===== src/rtl/otter_io_sequencer.sv =====
// otter_io_sequencer: scripted stimulus/response checker for an OTTER I/O board.
// Each script entry drives switches/buttons, waits a programmable number of
// cycles, then compares the observed LEDs against an expected value under a
// per-bit mask. Mismatches are counted (saturating), and the first failing
// index is recorded.
//
// state   | meaning
// --------+---------------------------------------------------------------
// S_IDLE  | no run since reset; script writable; waiting for start
// S_APPLY | drive entry[idx] stimulus, load the wait timer
// S_WAIT  | settle timer counting down; leave on terminal count of 1
// S_CHECK | compare leds against the expected value of entry[idx]
// S_DONE  | run finished; results held; script writable; start relaunches
module otter_io_sequencer #(
  parameter int SW_W   = 16,
  parameter int BTN_W  = 5,
  parameter int LED_W  = 16,
  parameter int DEPTH  = 16,
  parameter int WAIT_W = 16,
  localparam int AW    = (DEPTH > 1) ? $clog2(DEPTH) : 1
) (
  input  logic              clk,
  input  logic              rst,
  input  logic              start,
  input  logic [AW:0]       num_entries,
  input  logic              ld_en,
  input  logic [AW-1:0]     ld_addr,
  input  logic [SW_W-1:0]   ld_sw,
  input  logic [BTN_W-1:0]  ld_btn,
  input  logic [LED_W-1:0]  ld_exp,
  input  logic [LED_W-1:0]  ld_mask,
  input  logic [WAIT_W-1:0] ld_wait,
  input  logic [LED_W-1:0]  leds,
  output logic [SW_W-1:0]   switches,
  output logic [BTN_W-1:0]  buttons,
  output logic              busy,
  output logic              done,
  output logic              pass,
  output logic [AW:0]       fail_count,
  output logic [AW-1:0]     fail_idx
);

  typedef enum logic [2:0] {
    S_IDLE,
    S_APPLY,
    S_WAIT,
    S_CHECK,
    S_DONE
  } state_t;

  localparam logic [AW:0] DEPTH_L = (AW+1)'(DEPTH);

  state_t state, state_nxt;

  logic [SW_W-1:0]   ent_sw   [DEPTH];
  logic [BTN_W-1:0]  ent_btn  [DEPTH];
  logic [LED_W-1:0]  ent_exp  [DEPTH];
  logic [LED_W-1:0]  ent_mask [DEPTH];
  logic [WAIT_W-1:0] ent_wait [DEPTH];

  logic [AW-1:0]     idx;
  logic [AW:0]       num_reg;
  logic [WAIT_W-1:0] wcnt;

  logic [AW:0] num_clamped;
  logic        mismatch;
  logic        last;
  logic [AW:0] fc_next;

  logic ld_ok, launch, launch_empty, do_apply, do_wait, do_check;

  // Clamp the requested run length so idx can never run past the script.
  always_comb begin
    num_clamped = num_entries;
    if (num_entries > DEPTH_L) num_clamped = DEPTH_L;
  end

  // Entry compare and saturating failure-count update for the CHECK cycle.
  always_comb begin
    mismatch = |((leds ^ ent_exp[idx]) & ent_mask[idx]);
    last     = ({1'b0, idx} == (num_reg - 1'b1));
    fc_next  = fail_count;
    if (mismatch && (fail_count != '1)) fc_next = fail_count + 1'b1;
  end

  // State register.
  always_ff @(posedge clk or posedge rst) begin
    if (rst) state <= S_IDLE;
    else     state <= state_nxt;
  end

  // Next-state and per-state datapath strobes.
  always_comb begin
    state_nxt    = state;
    ld_ok        = 1'b0;
    launch       = 1'b0;
    launch_empty = 1'b0;
    do_apply     = 1'b0;
    do_wait      = 1'b0;
    do_check     = 1'b0;
    case (state)
      S_IDLE, S_DONE: begin
        ld_ok = 1'b1;
        if (start) begin
          if (num_clamped == '0) begin
            launch_empty = 1'b1;
            state_nxt    = S_DONE;
          end else begin
            launch    = 1'b1;
            state_nxt = S_APPLY;
          end
        end
      end
      S_APPLY: begin
        do_apply  = 1'b1;
        state_nxt = (ent_wait[idx] != '0) ? S_WAIT : S_CHECK;
      end
      S_WAIT: begin
        do_wait = 1'b1;
        // Terminal count of 1 gives exactly N cycles in WAIT for wait=N.
        if (wcnt <= WAIT_W'(1)) state_nxt = S_CHECK;
      end
      S_CHECK: begin
        do_check  = 1'b1;
        state_nxt = last ? S_DONE : S_APPLY;
      end
      default: state_nxt = S_IDLE;
    endcase
  end

  assign busy = (state == S_APPLY) || (state == S_WAIT) || (state == S_CHECK);

  // Script storage; writes accepted only while no run is in flight.
  always_ff @(posedge clk or posedge rst) begin
    if (rst) begin
      for (int i = 0; i < DEPTH; i++) begin
        ent_sw[i]   <= '0;
        ent_btn[i]  <= '0;
        ent_exp[i]  <= '0;
        ent_mask[i] <= '0;
        ent_wait[i] <= '0;
      end
    end else if (ld_ok && ld_en) begin
      ent_sw[ld_addr]   <= ld_sw;
      ent_btn[ld_addr]  <= ld_btn;
      ent_exp[ld_addr]  <= ld_exp;
      ent_mask[ld_addr] <= ld_mask;
      ent_wait[ld_addr] <= ld_wait;
    end
  end

  // Run datapath: index, timer, stimulus outputs and result flags.
  always_ff @(posedge clk or posedge rst) begin
    if (rst) begin
      idx        <= '0;
      num_reg    <= '0;
      wcnt       <= '0;
      switches   <= '0;
      buttons    <= '0;
      done       <= 1'b0;
      pass       <= 1'b0;
      fail_count <= '0;
      fail_idx   <= '0;
    end else begin
      if (launch) begin
        idx        <= '0;
        num_reg    <= num_clamped;
        fail_count <= '0;
        fail_idx   <= '0;
        done       <= 1'b0;
        pass       <= 1'b0;
      end
      if (launch_empty) begin
        num_reg    <= '0;
        fail_count <= '0;
        fail_idx   <= '0;
        done       <= 1'b1;
        pass       <= 1'b1;
      end
      if (do_apply) begin
        switches <= ent_sw[idx];
        buttons  <= ent_btn[idx];
        wcnt     <= ent_wait[idx];
      end
      if (do_wait) wcnt <= wcnt - 1'b1;
      if (do_check) begin
        fail_count <= fc_next;
        if (mismatch && (fail_count == '0)) fail_idx <= idx;
        if (last) begin
          done <= 1'b1;
          pass <= (fc_next == '0);
        end else begin
          idx <= idx + 1'b1;
        end
      end
    end
  end

endmodule

===== config.mk =====
export PLATFORM = sky130hd
export DESIGN_NAME = otter_io_sequencer
export DESIGN_NICKNAME = d
export VERILOG_FILES = /design/src/rtl/otter_io_sequencer.sv
export SDC_FILE = /design/constraint.sdc
export NUM_CORES = 2
export LEC_CHECK = 0
export CORE_ASPECT_RATIO = 0.9
export CORE_MARGIN = 1
export CORE_UTILIZATION = 45
export CTS_CLUSTER_DIAMETER = 80
export CTS_CLUSTER_SIZE = 25
export DETAILED_ROUTE_END_ITERATION = 8
export SYNTH_ARGS = -nofsm -noshare
export SYNTH_HDL_FRONTEND = slang
export SYNTH_SLANG_ARGS = --single-unit

===== constraint.sdc =====
create_clock -name clk -period 41 [get_ports clk]
set_clock_uncertainty 0.2 [all_clocks]
set_input_delay 8.2 -clock clk [delete_from_list [all_inputs] [get_ports clk]]
set_output_delay 8.2 -clock clk [all_outputs]
set_load 0.02 [all_outputs]

Yosys cells after proc, flatten, opt, wreduce, memory -nomap -nowiden --
Cells that the tools add are included.
Cells by class: equality and inequality tests 8, bitwise logic cells 4, add/sub/neg operators 4, multiplexer cells 64, $lt $le $gt $ge 5, reductions and logical operators 17
Operators with widths (count):
- bitwise mux 256 bit | 4
- binary-select mux 16 bit (select 4 bit) | 4
- 2-to-1 mux 16 bit | 11
- bitwise mux 80 bit | 1
- demux 16 bit (select 4 bit) | 1
- 2-to-1 mux 5 bit | 10
- 2-to-1 mux 4 bit | 7
- binary-select mux 5 bit (select 4 bit) | 1
- demux 5 bit (select 4 bit) | 1
- 2-to-1 mux 1 bit | 19
- bitwise AND 16 bit | 1
- <= comparator 16 x 1 -> 1 bit (second input constant) | 1
- nonzero test 16 bit | 1
- OR reduction 16 bit | 1
- subtractor 16 x 1 -> 16 bit (second input constant) | 1
- XOR 16 bit | 1
- zero test 5 bit | 3
- 2-to-1 mux 3 bit | 4
- case mux 3 bit (4 select lines) | 1
- greater-or-equal comparator 5 bit (second input constant) | 2
- NOT 4 -> 5 bit | 2
- equality test 3 x 2 -> 1 bit (second input constant) | 2
- adder 5 x 1 -> 5 bit (second input constant) | 1
- equality test 4 x 5 -> 1 bit | 1
- other kinds (15) | 21
Storage, ports and cells: output and inout port bits 33, bits in registers 1164

Longest topological paths before layout --
word-level depth 12, depth in mapped cells 14, gate-level depth less buffers 10

Least setup slack after synthesis --
OpenSTA, ideal clock, no wires.
kind input to register, start point input leds[3], end point register fail_count[3], stages on the path 11, arrival 10.628 ns, path slack 30.052 ns, buffers on the path 2, setup time 0.120 ns, cell sequence clkbuf_1 > buf_2 > xnor2_1 > o32ai_1 > mux4_2 > a31oi_1 > nand4_1 > nor4_4 > nor3_1 > a32o_1 > a31o_1
Between the ends: word-level cells in the longest chain between the ends 6
Ends and longest elaborated chain:
- from (decl) | RTL line 33 | input logic [LED_W-1:0] leds,
- XOR 16 bit | RTL line 80 | mismatch = |((leds ^ ent_exp[idx]) & ent_mask[idx]);
- bitwise AND 16 bit | RTL line 80
- OR reduction 16 bit | RTL line 80
- logical AND 1 bit | RTL line 83 | if (mismatch && (fail_count != '1)) fc_next = fail_count + 1'b1;
- 2-to-1 mux 5 bit | RTL line 83
- 2-to-1 mux 5 bit | RTL line 186 | if (do_check) begin
- to (signal assigned) | RTL line 187 | fail_count <= fc_next;
- to (decl) | RTL line 39 | output logic [AW:0] fail_count,
Every way passes these cells. A chain may end at the register's enable or synchronous reset.

==> summary.md <==
| Metric | Value |
|---|---|
| Worst-Skew Late Latency | 0.71 ns |
| Minimum clock period | 12.39 ns |
| RSZ-0062 raised after global routing | no |
| Post-synth EDFFs | 0 |
| Cts hold-fix bufs | 0 |
| CTS buffer count | 56 |
| Max frequency | 0.08073 GHz |
| Worst reg-to-reg setup slack | 34.55 ns |
| Top_reg_cell synth | dfrtp_1 |
| Die W | 363.9 um |
| R2R Path End | fail_count[3] |
| Synth async-reset ratio | 1.000 |
| Max_slew headroom | 0.2334 |
| Avg Vias per Cell | 5.933 |
| Final worst path period share | 0.3021 |
| Routed wire length | 135,200 um |
| Die footprint | 0.1192 sq mm |
| CTS sink count | 1,164 |
| Final setup fails | 0 |
| Mapped Avg Cell Area | 15.33 sq um |
| Antenna-violating nets left | 0 |
| Sequential area share after synthesis | 0.5493 |
| H-tree Lvls | 2 |
| IO buf count | 130 |
| Final design utilization | 0.4894 |
| Max-slew violation count | 0 |
| DR vias | 29,710 |
| Largest net degree at the start of global routing | 202 |
| Peak VDD IR | 42.92 uV |
| R2R depth | 12 |
| Seq cells post-synth | 1,164 |
| Synth cell types | 83 |
| Vias in the first global route | 32,470 |
| Worst-Margin Slew | 1.150 ns |
| Hold endpoint | switches[6] |
| Number of placed cells counting well taps | 4,927 |
| Core ar. | 0.1169 sq mm |
| Height of the chip | 327.7 um |
| Class of the worst hold path | reg -> reg |
| Crit path capture type | asynchronous set/reset pin |
| Std-Cell Rows | 119 |
| Gpl congestion | 0.7902 |
| # resized after CTS | 0 |
| Setup TNS | 0 ns |
| WP data arrival | 12.86 ns |
| Final Net Count | 3,517 |
| Setup Buffers After CTS | 0 |
| DRT Pass-1 Iters | 5 |
| Critical path required time | 41.47 ns |
| CTS tree | done |
| Hold Fails Final Rpt | 0 |
| P&R area growth vs syn | 7.874% |
| Synth Warn # | 0 |
| Syn_nets | 3,565 |
| Post-route DRC | 0 |
| Fin Hold WS | 0.2911 ns |
| Clock transition at the registers of the reported paths | 0.10 ns |
| Drt initial violations | 2,101 |
| Fillers | 9,761 |
| CP Class | in -> async |
| Clock Path Buffers | 3 |
| Leak | 25.05 nW |
| Initial antenna violation count | 15 |
| Post-Synthesis Cells | 3,460 |
| Initial Util | 0.4537 |
| Outcome | finished, final reports clean |
| Mapped Area | 0.05303 sq mm |
| Hold path start | switches[6] |
| Reg2reg start | idx[0] |
| Fin cells | 5,008 |
| Layout cells sized above 1 | 0.4449 |
| Max Fanout on Critical Path | 201 |
| WL/cell | 26.99 um |
| Post-DP HPWL | 79,880 um |
| Max cap viols | 0 |
| Crit start category | input pin |
| PD cells | 70.59 mW/mm^2 |
| Hold Path Stages | 2 |
| Ports | 131 |
| Clock Tree Root | clkbuf_16 |
| First-pass GRT wire length | 208,300 um |
| Grt ovf | 0 |
| Total GRT Usage | 0.2314 |
kinds of logic (layout without fill, tap and decap cells):
group,count (synthesis),after routing,synth area share
DFF,1164,1164,0.5493
and+or+nand+nor,326,326,0.02945
muxes,1407,1407,0.3551
adders and majority gates,7,7,0.001652
AOI/OAI and AO/OA,135,135,0.01881
other,0,3,0
xor gates and xnor gates,112,112,0.01850
buffers and inverters,309,281,0.02725
layout by cell type, fill, tap and decap left out, types with 4 or more instances in the layout:
| master | synthesis | layout |
|---|---|---|
| dfrtp_1 | 1164 | 1161 |
| mux2_2 | 1102 | 1102 |
| mux4_2 | 255 | 255 |
| nand2_1 | 157 | 151 |
| clkdlybuf4s50_1 | 0 | 130 |
| xor2_1 | 72 | 72 |
| clkbuf_16 | 0 | 58 |
| buf_4 | 11 | 47 |
| xnor2_1 | 40 | 40 |
| mux2i_1 | 39 | 39 |
| nor2_1 | 44 | 38 |
| nand3_1 | 36 | 34 |
| o21ai_0 | 31 | 31 |
| nand2b_1 | 17 | 17 |
| inv_1 | 17 | 16 |
| a21oi_1 | 11 | 11 |
| and3_1 | 10 | 10 |
| nor4_1 | 10 | 10 |
| nor3_1 | 12 | 10 |
| o32ai_1 | 9 | 9 |
| mux4_1 | 9 | 9 |
| a22oi_1 | 8 | 8 |
| a221oi_1 | 8 | 8 |
| o211ai_1 | 8 | 8 |
| o221ai_1 | 7 | 7 |
| ha_1 | 7 | 7 |
| nand2_4 | 0 | 6 |
| nor2_4 | 0 | 6 |
| o311ai_0 | 6 | 6 |
| nand4_1 | 5 | 5 |
| a31oi_1 | 5 | 5 |
| clkinv_2 | 0 | 5 |
| buf_12 | 4 | 5 |
| nor2b_1 | 4 | 4 |
| a211oi_1 | 4 | 4 |
| o31ai_1 | 4 | 4 |
| or4_1 | 4 | 4 |
| clkinv_8 | 0 | 4 |
layout make-up:
cell class | count | area (sq um) | share of cell area
antenna | 3 | 7.507 | 0.0001312
tap | 1573 | 1968 | 0.03441
clock buffer | 62 | 1486 | 0.02598
multi-input combinational | 1987 | 22590 | 0.3948
timing repair buffer | 182 | 1754 | 0.03066
inverter | 21 | 82.58 | 0.001444
sequential | 1164 | 29140 | 0.5094
clock inverter | 16 | 180.2 | 0.003150
worst max-delay path by stage:
stage	startpoint	endpoint	slack [ns]	depth (start not counted)
after global placement	rst	ent_btn[43]	27.95	6
after floorplan	rst	buttons[0]	16.53	1
after detailed placement	rst	ent_btn[6]	27.67	6
after CTS	rst	ent_btn[13]	28.44	6
final	rst	ent_btn[13]	28.61	6
after global routing	rst	ent_btn[13]	27.87	6
worst max-delay path: stages:
cell and delay, ns:
clkdlybuf4s50_1 0.44, clkinvlp_4 0.51, buf_4 0.83, buf_12 0.79, buf_4 0.85, buf_4 0.94
Yosys cell counts, drive strengths merged, types with 10 or more instances:
| library cell | instances | area share |
|---|---|---|
| dfrtp | 1164 | 0.55 |
| mux2 | 1102 | 0.23 |
| mux4 | 266 | 0.11 |
| clkbuf | 169 | 0.012 |
| nand2 | 158 | 0.011 |
| buf | 118 | 0.013 |
| xor2 | 72 | 0.012 |
| nor2 | 45 | 0.0032 |
| xnor2 | 40 | 0.0066 |
| mux2i | 39 | 0.0074 |
| nand3 | 36 | 0.0034 |
| o21ai | 32 | 0.0031 |
| inv | 20 | 0.0014 |
| nand2b | 17 | 0.0020 |
| nor3 | 12 | 0.0011 |
| nor4 | 12 | 0.0018 |
| a21oi | 11 | 0.0010 |
| and3 | 10 | 0.0012 |
metrics by stage:
step	total power [mW]	area, sq um	setup slack [ns]
2_1_floorplan	3.057	53030	16.53
3_3_place_gp	3.319	55530	27.95
3_5_place_dp	3.430	55530	27.67
4_1_cts	4.079	57200	28.44
5_1_grt	4.281	57200	27.87
6_report	4.038	57200	28.61
per-layer routing:
layer / up-vias / track usage / routed length [um]
met4: 22 / 0.05669 / 2713
met5: - / 0 / 134
met3: 177 / 0.03341 / 5549
met2: 526 / 0.3864 / 67390
met1: 16410 / 0.3191 / 59380
li1: 12570 / - / -
where the power goes:
group | switching [mW] | total [mW] | internal (mW)
clock network | 0.380 | 0.651 | 0.271
logic | 0.572 | 1.41 | 0.837
registers | 0.297 | 1.98 | 1.68
No activity file was read; power rests on OpenSTA's default activity.
